[src/rtl/io_pkg.sv]
// io_pkg: shared types and widths for the IN/OUT responder.
// Holds the FSM state enum, data width and default switch width.
package io_pkg;

  localparam int DATA_W = 32;
  localparam int SW_W   = 18;

  typedef enum logic [1:0] {
    IDLE,
    WAIT_PRESS,
    WAIT_RELEASE,
    DONE
  } io_state_t;

endpackage

[src/rtl/io_responder_if.sv]
// io_responder_if: controller <-> responder bundle.
// master = controller (in_req, out_req, out_data out; flag, in_data in).
interface io_responder_if;
  import io_pkg::*;

  logic              in_req;
  logic              out_req;
  logic [DATA_W-1:0] out_data;
  logic              flag;
  logic [DATA_W-1:0] in_data;

  modport master (
    output in_req,
    output out_req,
    output out_data,
    input  flag,
    input  in_data
  );

  modport slave (
    input  in_req,
    input  out_req,
    input  out_data,
    output flag,
    output in_data
  );

endinterface

[src/rtl/io_debounce.sv]
// io_debounce: 2-flop sync, stable-count filter, rise/fall pulses.
// Ports: clk, rst_n, raw_i (async level), rise_o/fall_o (1-cycle pulses).
module io_debounce #(
  parameter int CYCLES = 4
) (
  input  logic clk,
  input  logic rst_n,
  input  logic raw_i,
  output logic rise_o,
  output logic fall_o
);

  localparam int CW = $clog2(CYCLES);

  logic          s1_q, s2_q;
  logic [1:0]    vld_q;
  logic          armed_q, armed_d;
  logic          level_q, level_d;
  logic          rise_q, rise_d;
  logic          fall_q, fall_d;
  logic [CW-1:0] cnt_q, cnt_d;

  // A rise only counts once the synchronized input has been
  // seen low after reset, so a button held through reset must
  // be released before its next press is accepted.
  always_comb begin
    cnt_d   = cnt_q;
    level_d = level_q;
    rise_d  = 1'b0;
    fall_d  = 1'b0;
    armed_d = armed_q
            | (vld_q[1] & ~s2_q & ~level_q);
    if (s2_q == level_q) begin
      cnt_d = '0;
    end else if (cnt_q == CW'(CYCLES - 1)) begin
      cnt_d   = '0;
      level_d = s2_q;
      rise_d  = s2_q & armed_q;
      fall_d  = ~s2_q;
    end else begin
      cnt_d = cnt_q + CW'(1);
    end
  end

  always_ff @(posedge clk or negedge rst_n) begin
    if (!rst_n) begin
      s1_q    <= 1'b0;
      s2_q    <= 1'b0;
      vld_q   <= '0;
      armed_q <= 1'b0;
      level_q <= 1'b0;
      rise_q  <= 1'b0;
      fall_q  <= 1'b0;
      cnt_q   <= '0;
    end else begin
      s1_q    <= raw_i;
      s2_q    <= s1_q;
      vld_q   <= {vld_q[0], 1'b1};
      armed_q <= armed_d;
      level_q <= level_d;
      rise_q  <= rise_d;
      fall_q  <= fall_d;
      cnt_q   <= cnt_d;
    end
  end

  assign rise_o = rise_q;
  assign fall_o = fall_q;

endmodule

[src/rtl/io_responder.sv]
// io_responder: stalls IN/OUT until a debounced confirm press/release.
// Ports: clk, rst_n, bus (slave), sw, btn_confirm, display, display_valid.
// Option: IO_ECHO_EN echoes live switches on display during an IN wait.
module io_responder #(
  parameter int DEBOUNCE_CYCLES = 50000,
  parameter int SW_W            = io_pkg::SW_W
) (
  input  logic                      clk,
  input  logic                      rst_n,
  io_responder_if.slave             bus,
  input  logic [SW_W-1:0]           sw,
  input  logic                      btn_confirm,
  output logic [io_pkg::DATA_W-1:0] display,
  output logic                      display_valid
);
  import io_pkg::*;

  logic [SW_W-1:0]   sw1_q, sw2_q;
  logic              rise, fall;
  logic              req;
  logic              flag_c;
  io_state_t         state_q, state_d;
  logic              is_in_q, is_in_d;
  logic [DATA_W-1:0] in_data_q, in_data_d;
  logic [DATA_W-1:0] disp_q, disp_d;
  logic              dvalid_q, dvalid_d;

  io_debounce #(
    .CYCLES (DEBOUNCE_CYCLES)
  ) u_btn (
    .clk    (clk),
    .rst_n  (rst_n),
    .raw_i  (btn_confirm),
    .rise_o (rise),
    .fall_o (fall)
  );

  assign req = bus.in_req | bus.out_req;

  always_comb begin
    state_d   = state_q;
    is_in_d   = is_in_q;
    in_data_d = in_data_q;
    disp_d    = disp_q;
    dvalid_d  = dvalid_q;
    flag_c    = 1'b0;
    unique case (state_q)
      IDLE: begin
        // Stall already in the request cycle.
        flag_c = req;
        if (req) begin
          state_d = WAIT_PRESS;
          is_in_d = bus.in_req;
          if (!bus.in_req) begin
            disp_d   = bus.out_data;
            dvalid_d = 1'b1;
          end
        end
      end
      WAIT_PRESS: begin
        flag_c = 1'b1;
        if (rise) begin
          state_d = WAIT_RELEASE;
          if (is_in_q) in_data_d = DATA_W'(sw2_q);
        end
      end
      WAIT_RELEASE: begin
        flag_c = 1'b1;
        if (fall) state_d = DONE;
      end
      DONE: begin
        state_d = IDLE;
      end
    endcase
  end

  always_ff @(posedge clk or negedge rst_n) begin
    if (!rst_n) begin
      sw1_q     <= '0;
      sw2_q     <= '0;
      state_q   <= IDLE;
      is_in_q   <= 1'b0;
      in_data_q <= '0;
      disp_q    <= '0;
      dvalid_q  <= 1'b0;
    end else begin
      sw1_q     <= sw;
      sw2_q     <= sw1_q;
      state_q   <= state_d;
      is_in_q   <= is_in_d;
      in_data_q <= in_data_d;
      disp_q    <= disp_d;
      dvalid_q  <= dvalid_d;
    end
  end

  assign bus.flag    = flag_c;
  assign bus.in_data = in_data_q;

`ifdef IO_ECHO_EN
  logic echo;
  assign echo = is_in_q
              & ((state_q == WAIT_PRESS)
              |  (state_q == WAIT_RELEASE));
  assign display       = echo ? DATA_W'(sw2_q) : disp_q;
  assign display_valid = echo ? 1'b0 : dvalid_q;
`else
  assign display       = disp_q;
  assign display_valid = dvalid_q;
`endif

endmodule

[src/flat_wrapper.sv]
// flat-port wrapper written by rule: the top's interface ports become plain ports
module io_responder_flat import io_pkg::*;
#(
  parameter int DEBOUNCE_CYCLES = 50000,
  parameter int SW_W            = io_pkg::SW_W
)
  (clk, rst_n, sw, btn_confirm, display, display_valid, bus_in_req, bus_out_req, bus_out_data, bus_flag, bus_in_data);
  io_responder_if bus_i ();
  input  logic clk;
  input  logic rst_n;
  input  logic [SW_W-1:0] sw;
  input  logic btn_confirm;
  output logic [io_pkg::DATA_W-1:0] display;
  output logic display_valid;
  input wire logic [$bits(bus_i.in_req)-1:0] bus_in_req;
  input wire logic [$bits(bus_i.out_req)-1:0] bus_out_req;
  input wire logic [$bits(bus_i.out_data)-1:0] bus_out_data;
  output wire logic [$bits(bus_i.flag)-1:0] bus_flag;
  output wire logic [$bits(bus_i.in_data)-1:0] bus_in_data;
  assign bus_i.in_req = bus_in_req;
  assign bus_i.out_req = bus_out_req;
  assign bus_i.out_data = bus_out_data;
  assign bus_flag = bus_i.flag;
  assign bus_in_data = bus_i.in_data;
  io_responder #(.DEBOUNCE_CYCLES(DEBOUNCE_CYCLES), .SW_W(SW_W)) u_core (.clk(clk), .rst_n(rst_n), .bus(bus_i), .sw(sw), .btn_confirm(btn_confirm), .display(display), .display_valid(display_valid));
endmodule
[config.mk]
export PLATFORM = sky130hd
export DESIGN_NAME = io_responder_flat
export DESIGN_NICKNAME = d
export VERILOG_FILES = /design/src/rtl/io_pkg.sv /design/src/rtl/io_responder_if.sv /design/src/rtl/io_debounce.sv /design/src/rtl/io_responder.sv /design/src/flat_wrapper.sv
export SDC_FILE = /design/constraint.sdc
export NUM_CORES = 1
export LEC_CHECK = 0
export ABC_AREA = 1
export CAP_MARGIN = 40
export CORE_ASPECT_RATIO = 0.8
export CORE_MARGIN = 2
export CORE_UTILIZATION = 45
export DETAILED_ROUTE_END_ITERATION = 16
export GPL_ROUTABILITY_DRIVEN = 0
export PLACE_DENSITY_LB_ADDON = 0.05
export SLEW_MARGIN = 20
export SYNTH_ARGS = -nofsm -noshare
export SYNTH_HDL_FRONTEND = slang
export SYNTH_HIERARCHICAL = 1
export SYNTH_SLANG_ARGS = --single-unit
[constraint.sdc]
create_clock -name clk -period 2.4 [get_ports clk]
set_input_delay 0.48 -clock clk [delete_from_list [all_inputs] [get_ports clk]]
set_output_delay 0.48 -clock clk [all_outputs]
set_load 0.01 [all_outputs]
Word level (Yosys, flattened, before mapping)
Cells that the tools add are included.

Output and inout port bits: 66. Flip-flop bits (word level): 114. Input port bits: 55. Word-level logic and storage cells: 51.

Equal/unequal tests: 8. Add/subtract/negate cells: 1. Bitwise logic cells: 9. Reductions and logical operators: 7. Multiplexer cells: 11.

Operators by type and width (number): 2-to-1 mux 16 bit (2); adder 16 x 1 -> 16 bit, second input constant (1); == test 16 bit, second input constant (1); AND reduction 3 bit (3); case mux 2 bit (4 select lines) (1); 2-to-1 mux 2 bit (3); == test 2 bit, second input constant (2); 2-to-1 mux 1 bit (4); inequality test 2 bit, second input constant (2); inverter 1 bit (4); AND reduction 2 bit (2); bitwise AND 1 bit (3); == test 2 x 1 -> 1 bit, second input constant (1); zero test 2 bit (1); inequality test 2 x 1 -> 1 bit, second input constant (1); bitwise OR 1 bit (2); case mux 1 bit (2 select lines) (1); OR reduction 2 bit (1); == test 1 bit (1).

Logic depth before layout (Yosys ltp)
Depth after elaboration: 4. Mapped depth: 8. Mapped depth without buffers: 7.

Hierarchy
Netlist, hierarchy kept.

By module, submodules not included: io_responder (times used 1, cells each 303, seq. area each 2252.2 um^2, area each 3276.9 um^2); io_debounce (times used 1, cells each 138, seq. area each 600.6 um^2, area each 1189.9 um^2).

Least setup slack after synthesis
Ideal clock, no wire load.

Path kind: register to output. Start: reg u_core.state_q[0]. End: out bus_flag. Arrival time: 945 ps. Path buffers: 0. Setup slack: 975 ps. Stages on the path, launching flop included: 5. Data required time: 1920 ps. Cell sequence: dfrtp_1 -> inv_1 -> ha_1 -> o21bai_1 -> inv_1.

Cells in the longest elaborated chain, start to end: 3. Elaborated cells on any way between the ends: 5. Classes of those cells: eq/ne (2); mux (1); reduce/logical (2).

Ends and longest elaborated chain: start: declaration (RTL line io_responder.sv:22) `io_state_t state_q, state_d;`; start signal: assignment (RTL line io_responder.sv:89) `state_q <= state_d;`; == test 2 x 1 -> 1 bit / == test 2 bit (equally long branches) (RTL line io_responder.sv:47) `unique case (state_q)`; OR reduction 2 bit (no line); case mux 1 bit (2 select lines) * (RTL line io_responder.sv:47); end: declaration (RTL line flat_wrapper.sv:18) `output wire logic [$bits(bus_i.flag)-1:0] bus_flag;`.

Mark *: on every way between the ends. The rest lies on a longest branch, timed or not.

Worst setup path in the final report
Start: reg u_core.state_q[1]. End: out bus_flag.

The elaborated chain is that of the path after synthesis.

==> flow_summary.json <==
{
  "nFillCells": 785,
  "critPathArrivalTime_ns": 1.54,
  "preCtsSetupSlack_ns": 0.154,
  "viasPerCell": 4.48,
  "cts_root_buf": "clkbuf_16",
  "num_rows": 32,
  "numCtsBuffers": 17,
  "grt_pass1_vias": 3149,
  "synth_adder_area_share_pct": 1.68,
  "synth-edff-count": 0,
  "hold_buffers": 0,
  "hold_class": "in2async",
  "rsz0062_at_grt": "no",
  "die-area_um2": 10700,
  "fin_setup_tns_ns": 0,
  "die_height_um": 93.1,
  "portBuffers": 106,
  "synth.area.mux_share_pct": 0,
  "drt_iter0_markers": 211,
  "ys_async_sr_fraction_pct": 100,
  "period_needed_ns": 2.02,
  "synth.distinct_cells": 30,
  "start_util_pct": 46.3,
  "io_pins": 121,
  "r2r_slack_ns": 0.72,
  "drive_above_1_share_pct": 10.8,
  "cts_num_sinks": 114,
  "ff2ff_path_depth": 5,
  "avgSynthCellArea_um2": 10.1,
  "synth_xor_xnor_area_share_pct": 1.37,
  "synth_area_um2": 4470,
  "synth-simple-area-share_pct": 21.7,
  "area_delta_synth_final_pct": 40.6,
  "synth_top_flop_cell": "dfrtp_1",
  "antenna_cells": 0,
  "start_kind": "register",
  "synth_top_family_by_area": "simple AND/OR/NAND/NOR gates",
  "cts_tree": "built",
  "finalSetupViolCount": 0,
  "grt_max_degree": 57,
  "crit_end": "bus_flag",
  "power_uw": 6630,
  "die_w_um": 115,
  "worstMarginPinSlew_ns": 0.672,
  "seqCellArea_um2": 2850,
  "synth_warnings": 6,
  "ir_worst_vdd_mv": 0.783,
  "synth_seq_cells": 114,
  "ant_nets": 0,
  "wirelength_um": 9420,
  "crit_start": "u_core/state_q[1]",
  "max-cap-violations": 0,
  "dp.cells": 675,
  "core-area_um2": 9650,
  "setup_slack_ns": 0.377,
  "grt-ovfl-total": 0,
  "leakage_uw": 0.00304,
  "first_pass_iters": 4,
  "cp_max_fo": 4,
  "cts_htree_levels": 4,
  "clock_latency_ns": 0.40,
  "drc_errors": 0,
  "fin_cells": 708,
  "p_per_area_nw_per_um2": 1060,
  "finalMaxSlewViolations": 0,
  "max_freq_mhz": 494,
  "track_usage_pct": 19.2,
  "syn_inst": 441,
  "crit_required_ns": 1.92,
  "period_share_pct": 84.3,
  "worst_setup_path_end_kind": "output pin",
  "critPathSlowestCell": "dfrtp_1",
  "path_cells": "inv_2 > ha_2 > o21bai_1 > inv_1 > dlymetal6s2s_1",
  "fin_skew_ns": 0.00755,
  "worst-setup-path-type": "reg2out",
  "dr_total_vias": 3170,
  "grt_pass1_wl_um": 15600,
  "multi_input_area_um2": 1300,
  "fin_nets": 620,
  "max_stage_delay_ns": 0.41,
  "relSlewSlack_pct": 55.2,
  "rr_endpoint": "u_core/bus.in_data[15]",
  "status": "completed",
  "antenna_found_initial": 0,
  "hpwl_um": 6390,
  "r2r-start": "u_core/state_q[0]",
  "synth_compound_area_share_pct": 3.17,
  "yosysSeqAreaShare_pct": 63.9,
  "finalHoldViolCount": 0,
  "path_clk_slew_ns": 0.05,
  "clock_path_buffers": 2,
  "avgRoutedWirePerCell_um": 13.3
}
[cell type report]
class                           count  area share [%]
Clock buffer                       23            7.77
Clock inverter                      9            2.79
Multi-Input combinational cell    269            20.8
Inverter                           44            2.63
Timing Repair Buffer              113            17.9
Tap cell                          136            2.71
Sequential cell                   114            45.4
[layout by cell type (no fill, tap or decap), types with 3 or more instances in the layout]
master,instances
xnor2_1,3
nor2_2,7
clkbuf_16,17
nand4_1,4
inv_2,4
ha_1,5
nand2_1,115
nand3_1,43
o21ai_1,18
nand2_4,3
bufinv_16,5
xor2_1,4
nor2_1,33
dfrtp_1,114
conb_1,15
nand2_2,3
clkbuf_8,4
buf_4,7
clkdlybuf4s50_1,104
inv_1,39
[cells by family (layout without fill, tap and decap cells)]
kind of cell    Yosys count  in the layout
buf+inv                  71            189
simple gates            215            215
compound gates           26             26
other cells               2             15
flops                   114            114
fa+ha+maj                 6              6
xor+xnor                  7              7
[repair_timing]
item	4_1_cts	5_1_grt
pin swaps	0	0
gates resized for setup	3	1
setup buffers	0	1
endpoints found under the hold margin	0	0
setup endpoints to repair	1	1
[critical path: cells and delay by family (launching register included)]
kind,cells,cell delay [ns]
adders and majority gates,1,0.28
DFF,1,0.41
buffers and inverters,3,0.30
AOI/OAI and AO/OA,1,0.15
[worst min path at each step]
stage / slack (ns) / end / cells after the start / start
6_report: 0.04 / u_core/bus.in_data[5] / 1 / rst_n
5_1_grt: 0.07 / u_core/bus.in_data[16] / 1 / rst_n
4_1_cts: 0.05 / u_core/bus.in_data[5] / 1 / rst_n
3_5_place_dp: 0.33 / u_core/sw2_q[7] / 0 / u_core/sw1_q[7]
3_3_place_gp: 0.33 / u_core/sw2_q[7] / 0 / u_core/sw1_q[7]
2_1_floorplan: 0.18 / u_core/bus.in_data[0] / 0 / rst_n
[synthesized netlist by cell type, types with 3 or more instances]
cell,count,area (um^2)
buf_2,7,35.0
buf_4,17,128
buf_6,3,33.8
dfrtp_1,114,2850
ha_1,6,75.1
inv_1,41,154
nand2_1,115,432
nand2_2,3,18.8
nand2_4,3,33.8
nand3_1,43,215
nand4_1,4,25.0
nor2_1,33,124
nor2_2,7,43.8
o21ai_1,18,90.1
xnor2_1,3,26.3
xor2_1,4,35.0
[power breakdown]
group	switching (uW)	internal (uW)
Clock	824	1950
Sequential	171	2240
Combinational	699	747
[flip-flops by register name, summed over array words and instances, names as in the netlist]
register	count
u_core/u_btn/s1_q	1
u_core/sw1_q	18
u_core/display	32
u_core/u_btn/level_q	1
u_core/bus.in_data	18
u_core/u_btn/armed_q	1
u_core/u_btn/fall_o	1
u_core/display_valid	1
u_core/u_btn/cnt_q	16
u_core/sw2_q	18
u_core/u_btn/vld_q	2
u_core/state_q	2
u_core/u_btn/rise_o	1
u_core/is_in_q	1
u_core/u_btn/s2_q	1
[metal layers]
metal | GRT usage [%] | share of wire, %
met3 | 4.93 | 4.3
met4 | 8.43 | 0.93
met5 | 0 | 0
met2 | 30.3 | 48
met1 | 25.0 | 46
[stage by stage]
stage | util [%] | instance area [um^2] | hold WS [ns]
final | 65.1 | 6280 | 0.0419
after global routing | 65.1 | 6280 | 0.0725
after CTS | 65.0 | 6270 | 0.0513
after detailed placement | 58.1 | 5610 | 0.335
after global placement | 58.1 | 5610 | 0.332
after floorplan | - | 4520 | 0.184
No activity file was read; power rests on OpenSTA's default activity.
